$ cat src/rtl/pmp_pkg.sv
// pmp_pkg: PMP cfg/address-mode/error types, CSR base constants and cfg byte packing.
package pmp_pkg;
  typedef enum logic [1:0] {A_OFF, A_TOR, A_NA4, A_NAPOT} pmp_a_e;
  typedef enum logic [2:0] {ERR_OK, ERR_BAD_IDX, ERR_BAD_SIZE, ERR_MISALIGN, ERR_TIMEOUT} pmp_err_e;
  typedef struct packed {
    logic       l;
    logic [1:0] rsv;
    pmp_a_e     a;
    logic       x;
    logic       w;
    logic       r;
  } pmp_cfg_t;
  localparam logic [11:0] PMPADDR_BASE_DEF = 12'h3B0;
  localparam logic [11:0] PMPCFG_BASE_DEF  = 12'h3A0;
  function automatic pmp_cfg_t pack_cfg(input logic l, input pmp_a_e a, input logic [2:0] perm);
    pack_cfg = '{l: l, rsv: 2'b00, a: a, x: perm[2], w: perm[1], r: perm[0]};
  endfunction
endpackage

$ cat src/rtl/pmp_napot_programmer.sv
// pmp_napot_programmer: encodes a region request into NAPOT pmpaddr/pmpcfg CSR writes.
// Define PMP_NA4_EN to accept 4-byte (NA4) regions.
module pmp_napot_programmer import pmp_pkg::*; #(
  parameter int          NUM_ENTRIES  = 16,
  parameter logic [11:0] PMPADDR_BASE = PMPADDR_BASE_DEF,
  parameter logic [11:0] PMPCFG_BASE  = PMPCFG_BASE_DEF,
  parameter int          ACK_TIMEOUT  = 255
) (
  input  logic        clk,
  input  logic        rst,
  input  logic        req_valid,
  output logic        req_ready,
  input  logic [31:0] req_base,
  input  logic [5:0]  req_log2sz,
  input  logic [3:0]  req_idx,
  input  logic [2:0]  req_perm,
  input  logic        req_lock,
  output logic        csr_we,
  output logic [11:0] csr_addr,
  output logic [31:0] csr_wdata,
  output logic [3:0]  csr_be,
  input  logic        csr_ack,
  output logic        rsp_valid,
  input  logic        rsp_ready,
  output logic [2:0]  rsp_err
);
  typedef enum logic [2:0] {S_IDLE, S_CHECK, S_ENCODE, S_WR_ADDR, S_WR_CFG, S_RESP} state_e;
  localparam int WW = $clog2(ACK_TIMEOUT + 1);
  localparam logic [WW-1:0] WAIT_LAST = WW'(ACK_TIMEOUT - 1);
`ifdef PMP_NA4_EN
  localparam logic [5:0] MIN_K = 6'd2;
`else
  localparam logic [5:0] MIN_K = 6'd3;
`endif
  state_e        state_q, state_d;
  logic [31:0]   base_q, base_d, acc_q, acc_d, mask_q, mask_d;
  logic [5:0]    k_q, k_d, cnt_q, cnt_d;
  logic [3:0]    idx_q, idx_d;
  logic [2:0]    perm_q, perm_d;
  logic          lock_q, lock_d, gap_q, gap_d;
  logic [WW-1:0] wait_q, wait_d;
  pmp_err_e      err_q, err_d;
  logic          na4, bad_idx, bad_size, misalign, wr_addr;
  pmp_cfg_t      cfg;
  assign na4      = k_q == 6'd2;
  assign bad_idx  = {28'd0, idx_q} >= 32'(NUM_ENTRIES);
  assign bad_size = k_q < MIN_K || k_q > 6'd32;
  assign misalign = |(base_q & ~(32'hFFFF_FFFF << k_q));
  assign wr_addr  = state_q == S_WR_ADDR;
  assign cfg      = pack_cfg(lock_q, na4 ? A_NA4 : A_NAPOT, perm_q);
  assign req_ready = state_q == S_IDLE;
  // WR_CFG spends its first cycle with the strobe low so writes never run back to back
  assign csr_we    = wr_addr || (state_q == S_WR_CFG && !gap_q);
  assign csr_addr  = !csr_we ? 12'd0 : wr_addr ? PMPADDR_BASE + {8'd0, idx_q} : PMPCFG_BASE + {10'd0, idx_q[3:2]};
  assign csr_wdata = !csr_we ? 32'd0 : wr_addr ? acc_q : {24'd0, cfg} << {idx_q[1:0], 3'b000};
  assign csr_be    = !csr_we ? 4'd0 : wr_addr ? 4'hF : 4'b0001 << idx_q[1:0];
  assign rsp_valid = state_q == S_RESP;
  assign rsp_err   = err_q;
  always_comb begin
    state_d = state_q;
    base_d  = base_q;
    k_d     = k_q;
    idx_d   = idx_q;
    perm_d  = perm_q;
    lock_d  = lock_q;
    acc_d   = acc_q;
    mask_d  = mask_q;
    cnt_d   = cnt_q;
    wait_d  = wait_q;
    gap_d   = gap_q;
    err_d   = err_q;
    case (state_q)
      S_IDLE: if (req_valid) begin
        base_d  = req_base;
        k_d     = req_log2sz;
        idx_d   = req_idx;
        perm_d  = req_perm;
        lock_d  = req_lock;
        err_d   = ERR_OK;
        state_d = S_CHECK;
      end
      S_CHECK: begin
        state_d = S_RESP;
        if (bad_idx) err_d = ERR_BAD_IDX;
        else if (bad_size) err_d = ERR_BAD_SIZE;
        else if (misalign) err_d = ERR_MISALIGN;
        else begin
          state_d = S_ENCODE;
          acc_d   = {2'b00, base_q[31:2]};
          mask_d  = 32'd1;
          cnt_d   = na4 ? 6'd0 : k_q - 6'd3;
        end
      end
      S_ENCODE: begin
        if (cnt_q != 6'd0) begin
          acc_d  = acc_q | mask_q;
          mask_d = mask_q << 1;
          cnt_d  = cnt_q - 6'd1;
        end
        if (cnt_q <= 6'd1) begin
          state_d = S_WR_ADDR;
          wait_d  = '0;
        end
      end
      S_WR_ADDR, S_WR_CFG: begin
        if (gap_q) gap_d = 1'b0;
        else if (csr_ack) begin
          state_d = wr_addr ? S_WR_CFG : S_RESP;
          gap_d   = wr_addr;
          wait_d  = '0;
        end else if (wait_q == WAIT_LAST) begin
          err_d   = ERR_TIMEOUT;
          state_d = S_RESP;
        end else wait_d = wait_q + 1'b1;
      end
      S_RESP: if (rsp_ready) state_d = S_IDLE;
      default: state_d = S_IDLE;
    endcase
  end
  always_ff @(posedge clk) begin
    if (rst) begin
      state_q <= S_IDLE;
      base_q  <= '0;
      k_q     <= '0;
      idx_q   <= '0;
      perm_q  <= '0;
      lock_q  <= 1'b0;
      acc_q   <= '0;
      mask_q  <= '0;
      cnt_q   <= '0;
      wait_q  <= '0;
      gap_q   <= 1'b0;
      err_q   <= ERR_OK;
    end else begin
      state_q <= state_d;
      base_q  <= base_d;
      k_q     <= k_d;
      idx_q   <= idx_d;
      perm_q  <= perm_d;
      lock_q  <= lock_d;
      acc_q   <= acc_d;
      mask_q  <= mask_d;
      cnt_q   <= cnt_d;
      wait_q  <= wait_d;
      gap_q   <= gap_d;
      err_q   <= err_d;
    end
  end
endmodule

$ cat config.mk
export PLATFORM = sky130hd
export DESIGN_NAME = pmp_napot_programmer
export DESIGN_NICKNAME = d
export VERILOG_FILES = /design/src/rtl/pmp_pkg.sv /design/src/rtl/pmp_napot_programmer.sv
export SDC_FILE = /design/constraint.sdc
export NUM_CORES = 1
export LEC_CHECK = 0
export ABC_AREA = 1
export CAP_MARGIN = 20
export CORE_UTILIZATION = 40
export CTS_CLUSTER_DIAMETER = 30
export DETAILED_ROUTE_END_ITERATION = 8
export PLACE_DENSITY = 0.58
export SETUP_SLACK_MARGIN = 0.2
export SLEW_MARGIN = 20
export SYNTH_ARGS = -nofsm -noshare
export SYNTH_HDL_FRONTEND = slang
export SYNTH_SLANG_ARGS = --single-unit
$ cat constraint.sdc
create_clock -name clk -period 3.2 [get_ports clk]
set_input_delay 0.64 -clock clk [delete_from_list [all_inputs] [get_ports clk]]
set_output_delay 0.64 -clock clk [all_outputs]
set_load 0.01 [all_outputs]
==> metrics.md <==
| Metric | Value |
|---|---|
| Status | finished, final reports clean |
| Critical Setup Path Class | reg2out |
| Total vias in the final route | 7,301 |
| Hold path cells | 2 |
| Final hold violation count | 0 |
| CTS tree | done |
| CORE AREA | 0.01682 mm² |
| Min-Delay Startpoint | rsp_err[2] |
| Die ar. | 0.01796 mm² |
| Most frequent cells in the layout | 318 x nand2_1, 177 x nor2_1, 126 x dfxtp_1, 96 x clkdlybuf4s50_1, 91 x inv_1 |
| Rel. slew slack | 0.3614 |
| Crit. End Element | output port |
| Clock Latency Late Sink | 0.42 ns |
| Clock Skew | 0.01116 ns |
| CP Launch Type | flop |
| # rows | 47 |
| Largest net degree at the start of global routing | 56 |
| Final min period | 2.895 ns |
| CTS Root Cell | clkbuf_16 |
| Mapped Area | 0.006972 mm² |
| # DRC | 0 |
| Hold Crit Endpoint | rsp_err[2] |
| Number of enable flip-flop cells after synthesis | 0 |
| I/O pin cnt | 105 |
| Area occupied by multi-input gates | 0.003686 mm² |
| FF/Latch Area | 0.002629 mm² |
| IO Port Bufs | 101 |
| Die Ht | 134.0 µm |
| Reg-to-Reg Start | cnt_q[0] |
| Pwr dens | 863.7 mW/mm² |
| Critical path peak fanout | 7 |
| Setup TNS Final | 0 ns |
| Post-DP HPWL | 16.48 mm |
| Worst Reg-to-Reg Cells | 12 |
| RSZ-0062 raised after global routing | false |
| Final Cycle Share | 0.9047 |
| Max Slew Vio Count | 0 |
| Fmax achieved | 0.3454 GHz |
| DR vias/cell | 5.200 |
| Post-route ant nets | 0 |
| Gr ovfl total | 0 |
| H-tree Lvls | 4 |
| CTS sink cnt | 131 |
| Most common cell after layout, fill and taps aside | nand2_1 |
| Area grow syn2layout | 26.36% |
| Cts hold-fix bufs | 0 |
| Die W | 134.0 µm |
| Number of synthesized register bits | 131 |
| Share of cells above drive strength 1 | 0.07010 |
| Antenna Cells | 0 |
| Vias in the first global route | 6,540 |
| Initial Util | 0.4145 |
| Deepest clock path buffer count | 2 |
| Fin util | 0.5238 |
| Maxcap violations | 0 |
| Routed wire per std cell | 16.39 µm |
| Reg-to-Reg End | wait_q[3] |
| Tot GR Track Use | 0.2599 |
| Final setup fails | 0 |
| Required @ worst endpoint | 2.56 ns |
| Async S/R FF share, synth | 0 |
| DRT Pass-1 Iters | 7 |
| Count of cell types in the netlist | 39 |
| Synth Warn # | 0 |
| Leakage | 3.840 nW |
| CTS clk-pin slew, worst paths | 0.06 ns |
| First-pass GRT wire length | 35.78 mm |
| Placer congestion estimate | 0.9072 |
| Worst VDD drop | 0.4307 mV |
| Reg-to-reg setup timing slack | 0.50 ns |
| Post-synthesis sequential area ratio | 0.3762 |
| Worst EP arrival | 2.26 ns |
| Initial antenna violation count | 0 |
| 1st-iter DRT viols | 568 |
| Mapped Cells | 1,093 |
| Routed WL | 23.01 mm |
| Fillers | 1,750 |
| CTS buffer count | 17 |
| Worst hold slack | 0.4721 ns |
| Nets | 1,232 |
| Hold/Removal Path Class | reg2reg |
| Avg Cell Area, Syn | 6.378 µm² |
| Slew @ Worst Pin | 0.9578 ns |
| Synth Flop Type | dfxtp_1 |
## cell usage after synthesis (all sizes together), types with 2 or more instances
cell | count | area share
nand3b | 4 | 0.0043
o22ai | 6 | 0.0054
ha | 10 | 0.018
a21oi | 70 | 0.050
nor3b | 2 | 0.0022
nor3 | 7 | 0.0050
dfxtp | 131 | 0.38
o31ai | 20 | 0.022
buf | 31 | 0.030
clkbuf | 37 | 0.020
a211oi | 3 | 0.0032
nor2 | 186 | 0.10
o21ai | 82 | 0.059
nand3 | 45 | 0.033
o211a | 2 | 0.0029
a22oi | 15 | 0.016
nand4 | 10 | 0.0090
xor2 | 3 | 0.0038
inv | 96 | 0.052
o21a | 4 | 0.0043
nand2 | 321 | 0.17
## cells by family (layout without fill, tap and decap cells)
family	count (synthesis)	count (layout)	synth area share
AO/OA/AOI/OAI	205	205	0.1667
XOR/XNOR	3	3	0.003770
adder cells (fa/ha/maj)	10	10	0.01795
buffers and inverters	165	254	0.1021
flip-flops	131	131	0.3762
other	1	3	0.0005379
AND/OR/NAND/NOR	578	578	0.3327
## layout make-up
class,count,share of cell area
tap,220,0.03125
timing repair buffer,125,0.1409
multi-input combinational,799,0.4184
clock inverter,12,0.01761
sequential,131,0.2984
inverter,97,0.04161
clock buffer,20,0.05184
## sequential cells by signal, summed over array words and instances, names as in the netlist, 3 cells and up
name     cells
acc_q       32
base_q      32
k_q          6
cnt_q        6
state_q      3
rsp_err      3
idx_q        4
perm_q       3
mask_q      32
wait_q       8
## layer usage
layer | part of all wire | global-route usage
met5 | 0 | 0
met1 | 0.47 | 0.3656
met2 | 0.44 | 0.3995
met3 | 0.075 | 0.06122
met4 | 0.014 | 0.06242
## through the flow
step                      cell area (µm²)  total power, mW  setup WS, ns  cells
after global routing                 8810            8.137        0.1900   1404
after CTS                            8768            7.583        0.2002   1404
after floorplan                      6979            4.501        0.7281   1095
after detailed placement             8128            5.504        0.3680   1370
final                                8810            7.609        0.3049   1404
after global placement               8128            5.510        0.4147   1370
## critical path, stage by stage, from the launching register on
cell	delay (ns)
dfxtp_2	0.34
nor2_2	0.12
nand2_1	0.11
o21ai_4	0.22
nand2_1	0.08
buf_4	0.16
o21ai_0	0.20
clkdlybuf4s50_1	0.61
## where the power goes
group          leakage (nW)  switching, mW  internal [mW]
sequential             1.07          0.418           2.08
clock                 0.296          0.774           1.27
combinational          2.47           1.96           1.11
total                  3.84           3.15           4.46
## worst max-delay path by stage
stage	startpoint	to	slack, ns
floorplan	state_q[1]	csr_wdata[12]	0.73
global placement	state_q[1]	csr_wdata[16]	0.41
detailed placement	state_q[1]	csr_wdata[19]	0.37
CTS	k_q[0]	csr_wdata[27]	0.20
global route	state_q[0]	csr_wdata[7]	0.19
finish	state_q[1]	csr_wdata[3]	0.30
## timing repair
item,in CTS,in global routing
gates resized for setup,9,18
endpoints found under the setup margin,30,25
pin swaps,2,1
buffers inserted,2,0
No activity file was read; power rests on OpenSTA's default activity.
